File: config.mk
export PLATFORM = sky130hd
export DESIGN_NAME = quadrature_encoder
export DESIGN_NICKNAME = d
export VERILOG_FILES = /design/src/rtl/quadrature_encoder.sv
export SDC_FILE = /design/constraint.sdc
export NUM_CORES = 1
export LEC_CHECK = 0
export BUFFER_PORTS_ARGS = -buffer_cell sky130_fd_sc_hd__buf_2
export CAP_MARGIN = 20
export CORE_UTILIZATION = 59
export DETAILED_ROUTE_END_ITERATION = 10
export PLACE_DENSITY = 0.81
export RECOVER_POWER = 100
export SLEW_MARGIN = 5
export SYNTH_ARGS = -nofsm -noshare
export SYNTH_HDL_FRONTEND = slang
export SYNTH_SLANG_ARGS = --single-unit
File: constraint.sdc
create_clock -name clk -period 5.25 [get_ports clk]
set_input_delay 0.2625 -clock clk [delete_from_list [all_inputs] [get_ports clk]]
set_output_delay 0.2625 -clock clk [all_outputs]
set_load 0.02 [all_outputs]
File: src/rtl/quadrature_encoder.sv
// quadrature_encoder
//   Emits a commanded number of quadrature edges on phase_a/phase_b at a
//   programmable rate and tracks the signed net edge count.
//
//   Parameters:
//     STEP_WIDTH  width of cmd_steps and the remaining-edge counter
//     DIV_WIDTH   width of cmd_period and the edge-timing counter
//     POS_WIDTH   width of the signed position output
//     CPR         edges per revolution (index output only)
//
//   Ports:
//     clk         clock, all logic on rising edge
//     rst         synchronous active-low reset
//     cmd_valid   command offered; accepted when cmd_ready is high
//     cmd_ready   idle and able to accept a command
//     cmd_dir     1 = CW (A leads B), 0 = CCW
//     cmd_steps   number of edges to emit (0 = immediate done)
//     cmd_period  clocks between edges (0 treated as 1)
//     cmd_abort   stop the running command
//     phase_a/b   encoder channels
//     busy        command running
//     done        one-cycle pulse at completion or abort
//     position    signed net edge count (two's complement, wrapping)
//     index       only with QUAD_ENC_INDEX_EN: high while position mod CPR == 0
//
//   Build option: define QUAD_ENC_INDEX_EN to add the index output and the
//   revolution counter behind it.
module quadrature_encoder #(
    parameter int unsigned STEP_WIDTH = 16,
    parameter int unsigned DIV_WIDTH  = 16,
    parameter int unsigned POS_WIDTH  = 32,
    parameter int unsigned CPR        = 96
) (
    input  logic                        clk,
    input  logic                        rst,
    input  logic                        cmd_valid,
    output logic                        cmd_ready,
    input  logic                        cmd_dir,
    input  logic [STEP_WIDTH-1:0]       cmd_steps,
    input  logic [DIV_WIDTH-1:0]        cmd_period,
    input  logic                        cmd_abort,
    output logic                        phase_a,
    output logic                        phase_b,
    output logic                        busy,
    output logic                        done,
    output logic signed [POS_WIDTH-1:0] position
`ifdef QUAD_ENC_INDEX_EN
    ,
    output logic                        index
`endif
);

    localparam logic [0:0] S_IDLE = 1'b0;
    localparam logic [0:0] S_RUN  = 1'b1;

    localparam logic [DIV_WIDTH-1:0]  DIV_ONE  = DIV_WIDTH'(1);
    localparam logic [STEP_WIDTH-1:0] STEP_ONE = STEP_WIDTH'(1);
    localparam logic [POS_WIDTH-1:0]  POS_ONE  = POS_WIDTH'(1);

    logic [0:0]            state_q,  state_d;
    logic                  dir_q,    dir_d;
    logic [STEP_WIDTH-1:0] rem_q,    rem_d;
    logic [DIV_WIDTH-1:0]  period_q, period_d;
    logic [DIV_WIDTH-1:0]  div_q,    div_d;
    logic                  a_q,      a_d;
    logic                  b_q,      b_d;
    logic [POS_WIDTH-1:0]  pos_q,    pos_d;
    logic                  done_q,   done_d;
    logic                  edge_fire;

`ifdef QUAD_ENC_INDEX_EN
    localparam int unsigned REV_W = (CPR > 1) ? $clog2(CPR) : 1;
    localparam logic [REV_W-1:0] REV_MAX = REV_W'(CPR - 1);
    localparam logic [REV_W-1:0] REV_ONE = REV_W'(1);

    logic [REV_W-1:0] rev_q, rev_d;
    logic             index_q, index_d;
`endif

    always_comb begin
        state_d   = state_q;
        dir_d     = dir_q;
        rem_d     = rem_q;
        period_d  = period_q;
        div_d     = div_q;
        a_d       = a_q;
        b_d       = b_q;
        pos_d     = pos_q;
        done_d    = 1'b0;
        edge_fire = 1'b0;

        case (state_q)
            S_IDLE: begin
                if (cmd_valid) begin
                    dir_d    = cmd_dir;
                    rem_d    = cmd_steps;
                    period_d = (cmd_period == '0) ? DIV_ONE : cmd_period;
                    div_d    = '0;
                    if (cmd_steps == '0) begin
                        done_d = 1'b1;
                    end else begin
                        state_d = S_RUN;
                    end
                end
            end
            default: begin
                // Abort takes priority so an edge due this cycle is dropped.
                if (cmd_abort) begin
                    state_d = S_IDLE;
                    done_d  = 1'b1;
                end else if (div_q == period_q - DIV_ONE) begin
                    edge_fire = 1'b1;
                    div_d     = '0;
                    rem_d     = rem_q - STEP_ONE;
                    if (rem_q == STEP_ONE) begin
                        state_d = S_IDLE;
                        done_d  = 1'b1;
                    end
                end else begin
                    div_d = div_q + DIV_ONE;
                end
            end
        endcase

        // Gray walk: CW toggles A when A==B else B (00,10,11,01);
        // CCW toggles the other channel (00,01,11,10).
        if (edge_fire) begin
            if ((a_q == b_q) == dir_q) begin
                a_d = ~a_q;
            end else begin
                b_d = ~b_q;
            end
            pos_d = dir_q ? (pos_q + POS_ONE) : (pos_q - POS_ONE);
        end
    end

`ifdef QUAD_ENC_INDEX_EN
    always_comb begin
        rev_d = rev_q;
        if (edge_fire) begin
            if (dir_q) begin
                rev_d = (rev_q == REV_MAX) ? '0 : (rev_q + REV_ONE);
            end else begin
                rev_d = (rev_q == '0) ? REV_MAX : (rev_q - REV_ONE);
            end
        end
        index_d = (rev_d == '0);
    end
`endif

    always_ff @(posedge clk) begin
        if (!rst) begin
            state_q  <= S_IDLE;
            dir_q    <= 1'b0;
            rem_q    <= '0;
            period_q <= DIV_ONE;
            div_q    <= '0;
            a_q      <= 1'b0;
            b_q      <= 1'b0;
            pos_q    <= '0;
            done_q   <= 1'b0;
        end else begin
            state_q  <= state_d;
            dir_q    <= dir_d;
            rem_q    <= rem_d;
            period_q <= period_d;
            div_q    <= div_d;
            a_q      <= a_d;
            b_q      <= b_d;
            pos_q    <= pos_d;
            done_q   <= done_d;
        end
    end

`ifdef QUAD_ENC_INDEX_EN
    always_ff @(posedge clk) begin
        if (!rst) begin
            rev_q   <= '0;
            index_q <= 1'b1;
        end else begin
            rev_q   <= rev_d;
            index_q <= index_d;
        end
    end

    assign index = index_q;
`endif

    assign cmd_ready = (state_q == S_IDLE);
    assign busy      = (state_q == S_RUN);
    assign phase_a   = a_q;
    assign phase_b   = b_q;
    assign done      = done_q;
    assign position  = pos_q;

endmodule

# Yosys cells after proc, flatten, opt, wreduce, memory -nomap -nowiden

Cells that the tools add are included.

Output and inout port bits: 37
Latch bits: 0
Memories kept: 0
Bits in writable memories: 0
Input bits: 37
Logic and storage cells: 57
ROM bits: 0
Flip-flop bits (word level): 85

Multiplexer cells: 25
Shift operators: 0
Reductions and logical operators: 8
Bitwise gates (word level): 4
Add/sub/neg operators: 5
Multipliers: 0
$lt $le $gt $ge: 0
Equality and inequality tests: 6
Divide/modulo/power cells: 0

Operators with widths:

| kind                                                  | number |
|---|---|
| 2-to-1 mux 16 bit                                     | 9 |
| adder 32 x 1 -> 32 bit, second input constant         | 1 |
| zero test 16 bit                                      | 2 |
| 2-to-1 mux 32 bit                                     | 1 |
| subtractor 16 x 1 -> 16 bit, second input constant    | 2 |
| subtractor 32 x 1 -> 32 bit, second input constant    | 1 |
| adder 16 x 1 -> 16 bit, second input constant         | 1 |
| == test 16 x 1 -> 1 bit, second input constant        | 1 |
| == test 16 bit                                        | 1 |
| 2-to-1 mux 1 bit                                      | 15 |
| AND reduction 2 bit                                   | 4 |
| inverter 1 bit                                        | 4 |
| AND reduction 3 bit                                   | 1 |
| == test 1 bit                                         | 2 |
| inequality test 2 x 1 -> 1 bit, second input constant | 1 |
| inequality test 2 bit, second input constant          | 1 |
| nonzero test 2 bit                                    | 1 |

# Longest topological paths before layout

Gate-level depths: netlist (run 1).

Word-level depth: 6
Mapped depth: 14
Mapped depth without buffers: 10

# Worst setup path after synthesis (run 1)

Ideal clock, no wire load.

Path kind: reg-to-reg
Start point: register dir_q
End point: register pos_q[30], in the netlist position[30]
Cell stages (with the launch flop): 12
Slack: 1.570 ns
Library setup time: 0.122 ns
Data required time: 5.128 ns
Path buffers: 1
Arrival time: 3.558 ns
Cells stage by stage: dfxtp_1 -> clkbuf_1 -> inv_1 -> ha_1 -> a211oi_1 -> o21a_1 -> or4b_2 -> a31oi_1 -> a41oi_1 -> a21oi_1 -> mux2i_1 -> a311o_1

Word-level cells in the longest chain between the ends: 1

RTL lines:

| item                   | line | source |
|---|---|---|
| start, declared        | 61   | `logic dir_q, dir_d;` |
| start signal, assigned | 164  | `dir_q <= dir_d;` |
| 2-to-1 mux 32 bit      | 133  | `pos_d = dir_q ? (pos_q + POS_ONE) : (pos_q - POS_ONE);` |
| end signal, assigned   | 170  | `pos_q <= pos_d;` |
| end, declared          | 67   | `logic [POS_WIDTH-1:0] pos_q, pos_d;` |

No other way between the ends.
A chain may end at the register's enable or synchronous reset.

# Final worst setup path (run 1)

Start point: register period_q[4]
End point: register pos_q[31], in the netlist position[31]

Word-level cells in the longest chain between the ends: 5

RTL lines:

| item                        | line | source |
|---|---|---|
| start, declared             | 63   | `logic [DIV_WIDTH-1:0] period_q, period_d;` |
| start signal, assigned      | 166  | `period_q <= period_d;` |
| subtractor 16 x 1 -> 16 bit | 111  | `end else if (div_q == period_q - DIV_ONE) begin` |
| == test 16 bit              | 111  |  |
| 2-to-1 mux 1 bit            | 111  |  |
| 2-to-1 mux 1 bit            | 108  | `if (cmd_abort) begin` |
| 2-to-1 mux 1 bit            | 92   | `case (state_q)` |

No other way between the ends.

==> metrics.yaml, run 1 <==
ys_warn_count: 0
critPathArrivalTime_ps: 4530
root_buffer: "clkbuf_8"
synth_area_um2: 5960
gr-total-overflow: 0
die_x_um: 103
wl_per_cell_um: 16.0
start_kind: "flop"
post_dp_cell_area_um2: 6390
max_clock_freq_mhz: 234
synth.distinct_cells: 69
cts.path.max_buffers: 2
synthArstFlopShare_pct: 0
synth_enable_flop_cells: 0
yosys-top-cells-area: "dfxtp_1, nand2_1, a21oi_1, ha_1, xnor2_1"
grt_pass1_vias: 5538
final_design_area_no_fill_um2: 6510
finalNonFillerCells: 982
drt_pass1_iterations: 4
io_pins: 74
dp_cells: 966
cts_tree: "yes"
synthFlopType: "dfxtp_1"
leakage_nw: 2.54
switching_power_mw: 0.496
syn_to_final_growth_pct: 9.13
place_ws_ps: 1450
htree_num_levels: 3
routed_via_density: 6.21
outcome: "finished clean"
maxCapViolCount: 0
drive_above_1_share_pct: 8.13
layout_setup_ws_ps: 969
wirelength_um: 15700
die_h_um: 103
drtIter0Drc: 271
seqPwrFrac_pct: 44.9
fin_setup_tns_ps: 0
crit_type: "flop to flop"
start_util_pct: 61.0
numClockSinks: 85
portBuffers: 73
power_mw: 1.55
clkTransAtPathRegs_ps: 90
dieArea_um2: 10500
clock_skew_ps: 8.79
dp_hpwl_um: 11300
core_um2: 9770
ys_seq_area_share_pct: 28.5
nets: 916
vias: 6100
ctsHoldBuffers: 0
rows: 36
worst_slew_margin_rel_pct: 5.25
yosysTopAreaCellShare_pct: 28.5
final_antenna_net_count: 0
powerDensity_nw_per_um2: 238
synthCells: 794
syn-num-nets: 866
fill_cells: 896
ys_top_cells_by_count: "nand2_1, a21oi_1, dfxtp_1, o21ai_0, nor2_1"
cts_made_buffers: 9
final.period_utilization_pct: 81.5
diodes: 0
yosysTopAreaCell: "dfxtp_1"
p_int_mw: 1.05
finalMaxSlewViolations: 0
grt_max_degree: 71
post-route-util_pct: 66.6
pwr-share-clk_pct: 31.9
cts_resized: 0
setup_viol: 0
switching_share_pct: 32.1
yosysMostFrequentCell: "nand2_1"
cp_max_fo: 26
cp-end-kind: "flop"
grt_pass1_wl_um: 25700
required_ps: 5500
route.detailed.drc: 0
rsz0062_at_grt: "no"
hold_viol_final: 0
grt_use_total_pct: 30.7
syn_avg_cell_area_um2: 7.51
cts_setup_buffers: 0
period_needed_ps: 4280
holdWs_ps: 143
clock_latency_ps: 370
ir_worst_vdd_mv: 0.158
ys_seq_elements: 85
tightest_slew_ps: 1420
place.gp.congestion: 0.900
hold_class: "input port to flop"
grt_antenna_before_repair: 0
p_comb_share_pct: 23.3
-- path summary, 6_finish.rpt --
kind / slack, ps / depth (start not counted) / from / to
worst max-delay path: 970 / 9 / period_q[4] / position[31]
worst min-delay path: 140 / 3 / cmd_period[9] / period_q[9]
worst max register to register: 970 / 9 / period_q[4] / position[31]
worst min register to register: 480 / 2 / position[21] / position[21]
-- placed cells by master (no fill, tap or decap), types with 5 or more instances in the layout --
cell type / n
nor4_1: 18
dfxtp_1: 85
or3_1: 10
a21oi_1: 86
nand4_1: 13
mux2i_1: 5
clkbuf_1: 41
and3_1: 9
a211oi_1: 20
ha_1: 34
a41oi_1: 5
xnor2_1: 38
or4_1: 7
nor2b_1: 5
nand2_1: 119
o211ai_1: 6
nor2_1: 46
o21a_1: 6
nor3_1: 35
inv_1: 12
a31oi_1: 6
o21ai_0: 58
nand2b_1: 6
a21o_1: 20
o21bai_1: 7
nand3_1: 23
xor2_1: 9
buf_2: 38
clkbuf_8: 11
-- power groups by stage --
stage / combinational [mW] / sequential (mW) / clock, mW
4_1_cts: 0.364 / 0.694 / 0.500
3_5_place_dp: 0.360 / 0.709 / 0
5_1_grt: 0.399 / 0.698 / 0.529
6_report: 0.360 / 0.694 / 0.493
3_3_place_gp: 0.348 / 0.707 / 0
2_1_floorplan: 0.272 / 0.706 / 0
-- state kept, by name (all words and copies together) (netlist names) --
signal and count:
dir_q 1, busy 1, phase_a 1, period_q 16
div_q 16, position 32, phase_b 1, rem_q 16
done 1
-- worst max-delay path: stages, from the launching register on --
cell and delay (ps):
dfxtp_1 390, or4_1 620, or3_1 370, a2111oi_0 520, o211ai_1 220, nor4_1 440
clkbuf_1 1090, mux2i_1 200, a41oi_1 220, nand4b_1 110
-- layout make-up --
| cell class | instances | area, um2 | area share [%] |
|---|---|---|---|
| multi-input combinational | 653 | 4010 | 61.7 |
| sequential | 85 | 1700 | 26.1 |
| timing repair buffer | 82 | 367 | 5.63 |
| tap | 133 | 166 | 2.56 |
| clock buffer | 11 | 151 | 2.33 |
| clock inverter | 5 | 58.8 | 0.904 |
| inverter | 13 | 48.8 | 0.750 |
-- per-layer routing --
metal / GRT usage [%] / vias up / wire length (um)
met3: 5.49 / 38 / 1010
met4: 12.0 / 0 / 392
met2: 51.2 / 220 / 7490
met1: 39.3 / 2812 / 6780
met5: 0 / - / 0
li1: - / 3030 / -
-- cells by family after synthesis --
kind of cell	count (synthesis)	share of synthesized area [%]
buf+inv	56	3.78
flops	85	28.5
compound gates	250	26.3
mux	6	1.03
xor+xnor	47	6.90
simple gates	315	26.0
fa+ha+maj	35	7.47
Note: power is estimated with default switching activity, not from simulation.
==> run 2: changes to the inputs <==
CORE_UTILIZATION = 53   (was 59)
PLACE_DENSITY = 0.77   (was 0.81)
clock period = 3.9 ns   (was 5.25 ns; I/O delays follow)
==> metrics.yaml, run 2 (synthesis gave the netlist of run 1 again) <==
cts.path.max_buffers: 2  # unchanged
pwr-share-clk_pct: 31.0  # -0.9 points
post_dp_cell_area_um2: 6460  # +1.0%
final_design_area_no_fill_um2: 6560  # +0.83%
cp_max_fo: 19  # -27%
whs_path_depth: 3  # unchanged
grt_antenna_before_repair: 0  # unchanged
drive_above_1_share_pct: 8.79  # +0.67 points
ir_worst_vdd_mv: 0.179  # +13%
holdPathEnd: "period_q[8]"
final.period_utilization_pct: 90.5  # +9.0 points
layout_common_cells: "nand2_1, a21oi_1, dfxtp_1"
seq_area_um2: 1700  # unchanged
cts_setup_buffers: 0  # unchanged
syn_to_final_growth_pct: 10.0
vias: 6166  # +1.1%
io_pins: 74  # unchanged
numClockSinks: 85  # unchanged
core_um2: 10900  # +11%
die_x_um: 108  # +5.4%
cp_slowest_cell: "or4_4"
cts_made_buffers: 9  # unchanged
switching_power_mw: 0.656  # +32%
final_antenna_net_count: 0  # unchanged
tightest_slew_ps: 1120  # -297 ps
max_clock_freq_mhz: 283  # +21%
wl_per_cell_um: 15.8  # -1.1%
hold_viol_final: 0  # unchanged
dieArea_um2: 11700  # +11%
clock_skew_ps: 3.80  # -4.99 ps
cts_tree: "yes"
p_int_mw: 1.41  # +34%
powerDensity_nw_per_um2: 315  # +32%
rows: 38  # +5.6%
routed_via_density: 6.21  # about the same
cpPeakStageDelay_ps: 580  # -510 ps
start_kind: "flop"
p_comb_share_pct: 23.8  # +0.5 points
setup_viol: 0  # unchanged
largest_reg_flops: 32  # unchanged
portBuffers: 73  # unchanged
seqPwrFrac_pct: 45.3  # +0.4 points
post-route-util_pct: 60.3  # -6.3 points
critPathArrivalTime_ps: 3820  # -710 ps
outcome: "finished clean"
nets: 923  # +0.76%
root_buffer: "clkbuf_8"
drtIter0Drc: 367  # +35%
dp_hpwl_um: 11500  # +1.8%
layout_commonest_cell: "nand2_1"
reg2regPathDepth: 8  # -1
grt_pass1_vias: 5680  # +2.6%
htree_num_levels: 3  # unchanged
worst_slew_margin_rel_pct: 25.0  # +20 points
start_util_pct: 54.8  # -6.2 points
cp_common_cell: "or4_1"
diodes: 0  # unchanged
die_h_um: 108  # +5.4%
fin_setup_tns_ps: 0  # unchanged
finalMaxSlewViolations: 0  # unchanged
grt_max_degree: 51  # -28%
hold_class: "input port to flop"
reg2reg_to: "position[29]"
rsz0062_at_grt: "no"
crit_chain: "or4_4 -> or3_1 -> a2111oi_2 -> o211ai_1 -> or4_1 -> clkbuf_2 -> or4_1 -> o2111ai_1"
crit_type: "flop to flop"
clkTransAtPathRegs_ps: 80  # about the same
worstHoldStart: "cmd_period[8]"
reg2reg_slack_ps: 370  # -600 ps
multi_input_area_um2: 4040  # +0.62%
leakage_nw: 2.56  # +1.1%
gr-total-overflow: 0  # unchanged
drt_pass1_iterations: 5  # +1
period_needed_ps: 3530  # -751 ps
r2r_start: "period_q[4]"
fill_cells: 1044  # +17%
cts_resized: 0  # unchanged
place.gp.congestion: 0.950  # +5.5%
switching_share_pct: 31.7  # -0.32 points
ctsHoldBuffers: 0  # unchanged
grt_pass1_wl_um: 26000  # +1.5%
cp-end-kind: "flop"
clock_latency_ps: 380  # about the same
grt_use_total_pct: 27.9  # -2.8 points
route.detailed.drc: 0  # unchanged
required_ps: 4190  # -1310 ps
maxCapViolCount: 0  # unchanged
wirelength_um: 15700  # about the same
[run 2: cell type report]
class	instances	share of cell area, %
multi-input combinational	653	61.6
sequential	85	25.9
timing repair buffer	89	6.25
tap	140	2.67
clock buffer	11	2.31
inverter	13	0.744
clock inverter	2	0.534
[run 2: stage by stage]
step	cells	setup slack [ps]	power [mW]	hold WS (ps)
6_report	993	370	2.07	63.7
5_1_grt	993	143	2.16	73.8
4_1_cts	993	435	2.08	44.6
3_5_place_dp	980	459	1.45	454
3_3_place_gp	980	589	1.43	447
2_1_floorplan	794	220	1.32	331
[run 2: power by group through the flow]
| stage | clock, mW | combinational (mW) | sequential, mW |
|---|---|---|---|
| floorplan | 0 | 0.367 | 0.950 |
| global placement | 0 | 0.478 | 0.953 |
| finish | 0.640 | 0.491 | 0.935 |
| CTS | 0.652 | 0.493 | 0.934 |
| detailed placement | 0 | 0.491 | 0.955 |
| global route | 0.675 | 0.546 | 0.940 |
[run 2: worst max-delay path by stage]
stage | from | endpoint | slack, ps
2_1_floorplan | dir_q | position[30] | 220
3_3_place_gp | period_q[0] | position[29] | 590
3_5_place_dp | dir_q | position[30] | 460
4_1_cts | dir_q | position[30] | 440
5_1_grt | period_q[0] | position[30] | 140
6_report | period_q[4] | position[29] | 370
[run 2: routing by layer]
layer / vias to the layer above / share of wire [%] / track usage, %
met5: - / 0 / 0
met3: 29 / 5.0 / 3.44
li1: 3053 / - / -
met4: 0 / 2.4 / 13.8
met2: 189 / 48 / 46.5
met1: 2895 / 44 / 35.5
[run 2: worst max-delay path, delay by kind of cell (launching register included)]
| family | cells | cell delay, ps |
|---|---|---|
| AOI/OAI and AO/OA | 3 | 690 |
| buffers and inverters | 1 | 330 |
| DFF | 1 | 390 |
| and+or+nand+nor | 4 | 2040 |
==> run 3: changes to the inputs <==
CELL_PAD_IN_SITES_DETAIL_PLACEMENT = 1   (was default)
CELL_PAD_IN_SITES_GLOBAL_PLACEMENT = 2   (was default)
CORE_UTILIZATION = 31   (was 53)
GPL_ROUTABILITY_DRIVEN = 0   (was default)
PLACE_DENSITY = default   (was 0.77)
PLACE_DENSITY_LB_ADDON = 0.1   (was default)
==> metrics.yaml, run 3 (synthesis gave the netlist of run 1 again) <==
portBuffers: 73  # unchanged
core_um2: 18800  # +72%
leakage_nw: 2.62  # +2.1%
die_x_um: 141  # +30%
dp_hpwl_um: 14700  # +28%
cts_resized: 0  # unchanged
ctsHoldBuffers: 0  # unchanged
clock_skew_ps: 11.5  # +7.73 ps
crit_buf_inv: 1  # unchanged
dieArea_um2: 19800  # +69%
ir_worst_vdd_mv: 0.203  # +14%
cpPeakStageDelay_ps: 600  # +20 ps
seq_area_um2: 1700  # unchanged
crit_type: "flop to flop"
final_antenna_net_count: 0  # unchanged
start_kind: "flop"
cts_setup_buffers: 0  # unchanged
critPathArrivalTime_ps: 3850  # +30 ps
layout_commonest_cell: "nand2_1"
finalMaxSlewViolations: 0  # unchanged
max_clock_freq_mhz: 277  # -2.4%
grt_max_degree: 38  # -25%
grt_pass1_vias: 6227  # +9.6%
syn_to_final_growth_pct: 13.9
gr-total-overflow: 0  # unchanged
root_buffer: "clkbuf_16"
dp_cells: 1076  # +9.8%
cp_slowest_cell: "or4_1"
holdWs_ps: 92.7  # +29.0 ps
powerDensity_nw_per_um2: 340  # +8.1%
crit_chain: "or4_1 -> or3_1 -> a2111oi_2 -> o21ai_0 -> nor4_1 -> clkbuf_1 -> nor3_1 -> o21ai_0 -> o21ai_0"
largest_reg_flops: 32  # unchanged
cp-end-kind: "flop"
worst_slew_margin_rel_pct: 11.9  # -13 points
clock_latency_ps: 360  # -20 ps
cp_max_fo: 14  # -5
fill_cells: 2347  # +120%
rows: 50  # +32%
grt_pass1_wl_um: 31900  # +23%
cts.path.max_buffers: 2  # unchanged
rsz0062_at_grt: "no"
fin_setup_tns_ps: 0  # unchanged
routed_via_density: 5.59  # -10%
layout_common_cells: "nand2_1, a21oi_1, dfxtp_1"
tightest_slew_ps: 1320  # +195 ps
cp_top_family: "simple AND/OR/NAND/NOR gates"
required_ps: 4140  # -50 ps
post-route-util_pct: 36.2  # -24 points
hold_class: "input port to flop"
route.detailed.drc: 0  # unchanged
grt_antenna_before_repair: 0  # unchanged
drt_pass1_iterations: 4  # -1
start_util_pct: 31.8  # -23 points
hold_viol_final: 0  # unchanged
final.period_utilization_pct: 92.7  # +2.2 points
cts_made_buffers: 9  # unchanged
io_pins: 74  # unchanged
diodes: 0  # unchanged
numClockSinks: 85  # unchanged
die_h_um: 141  # +30%
grt_use_total_pct: 20.3  # -7.7 points
vias: 6106  # -0.97%
cts_tree: "yes"
setup_viol: 0  # unchanged
nets: 926  # +0.33%
drive_above_1_share_pct: 9.08  # +0.29 points
clkTransAtPathRegs_ps: 70  # about the same
wl_per_cell_um: 18.1  # +14%
maxCapViolCount: 0  # unchanged
wirelength_um: 19700  # +26%
finalNonFillerCells: 1093  # +10%
multi_input_area_um2: 4030  # -0.25%
drtIter0Drc: 170  # -54%
cp_common_cell: "o21ai_0"
period_needed_ps: 3620  # +86.5 ps
htree_num_levels: 3  # unchanged
outcome: "finished clean"
==> run 3: cell count changes in the layout (fill, tap and decap cells not counted), sizes merged <==
cell / previous run / this run
buf: 44 / 48
bufinv: 1 / 0
clkbuf: 56 / 54
clkinv: 1 / 2
clkinvlp: 0 / 2
inv: 13 / 15
==> run 3: area by class of cell <==
class | instances | share of cell area (%)
timing repair buffer | 92 | 6.38
tap | 234 | 4.31
inverter | 13 | 0.719
clock buffer | 10 | 3.52
multi-input combinational | 653 | 59.3
sequential | 85 | 25.1
clock inverter | 6 | 0.682
==> run 3: worst reg2reg max path, cell delays in order (launching register included) <==
cell       delay [ps]
dfxtp_1           390
or4_1             600
or3_1             390
a2111oi_2         340
o21ai_0           250
nor4_1            520
clkbuf_1          580
nor3_1            130
o21ai_0           200
o21ai_0           110
==> run 3: path summary, 6_finish.rpt <==
check                      start           end  slack, ps  depth (start not counted)
hold / removal    cmd_period[11]  period_q[11]         90                          3
setup reg to reg     period_q[4]     div_q[13]        280                          9
hold reg to reg     position[12]  position[12]        480                          2
setup / recovery     period_q[4]     div_q[13]        280                          9
==> run 3: report_power, final <==
part / total (mW) / internal, mW / switching (mW)
clock network: 0.860 / 0.455 / 0.405
logic: 0.515 / 0.193 / 0.322
registers: 0.936 / 0.899 / 0.0362
==> run 3: layer usage <==
layer | vias to the layer above | routed length [um] | GRT usage [%]
met5 | - | 0 | 0
met4 | 0 | 345 | 6.98
met1 | 2967 | 9200 | 24.2
met3 | 19 | 471 | 2.82
met2 | 73 | 9720 | 36.9
li1 | 3047 | - | -
==> run 3: metrics by stage <==
step | power [mW] | cell area [um2] | worst slack, ps
after CTS | 2.36 | 6890 | 280
after global placement | 1.46 | 6600 | 505
final | 2.31 | 6790 | 283
after floorplan | 1.32 | 5960 | 220
after global routing | 2.43 | 6790 | 55.8
after detailed placement | 1.48 | 6600 | 302
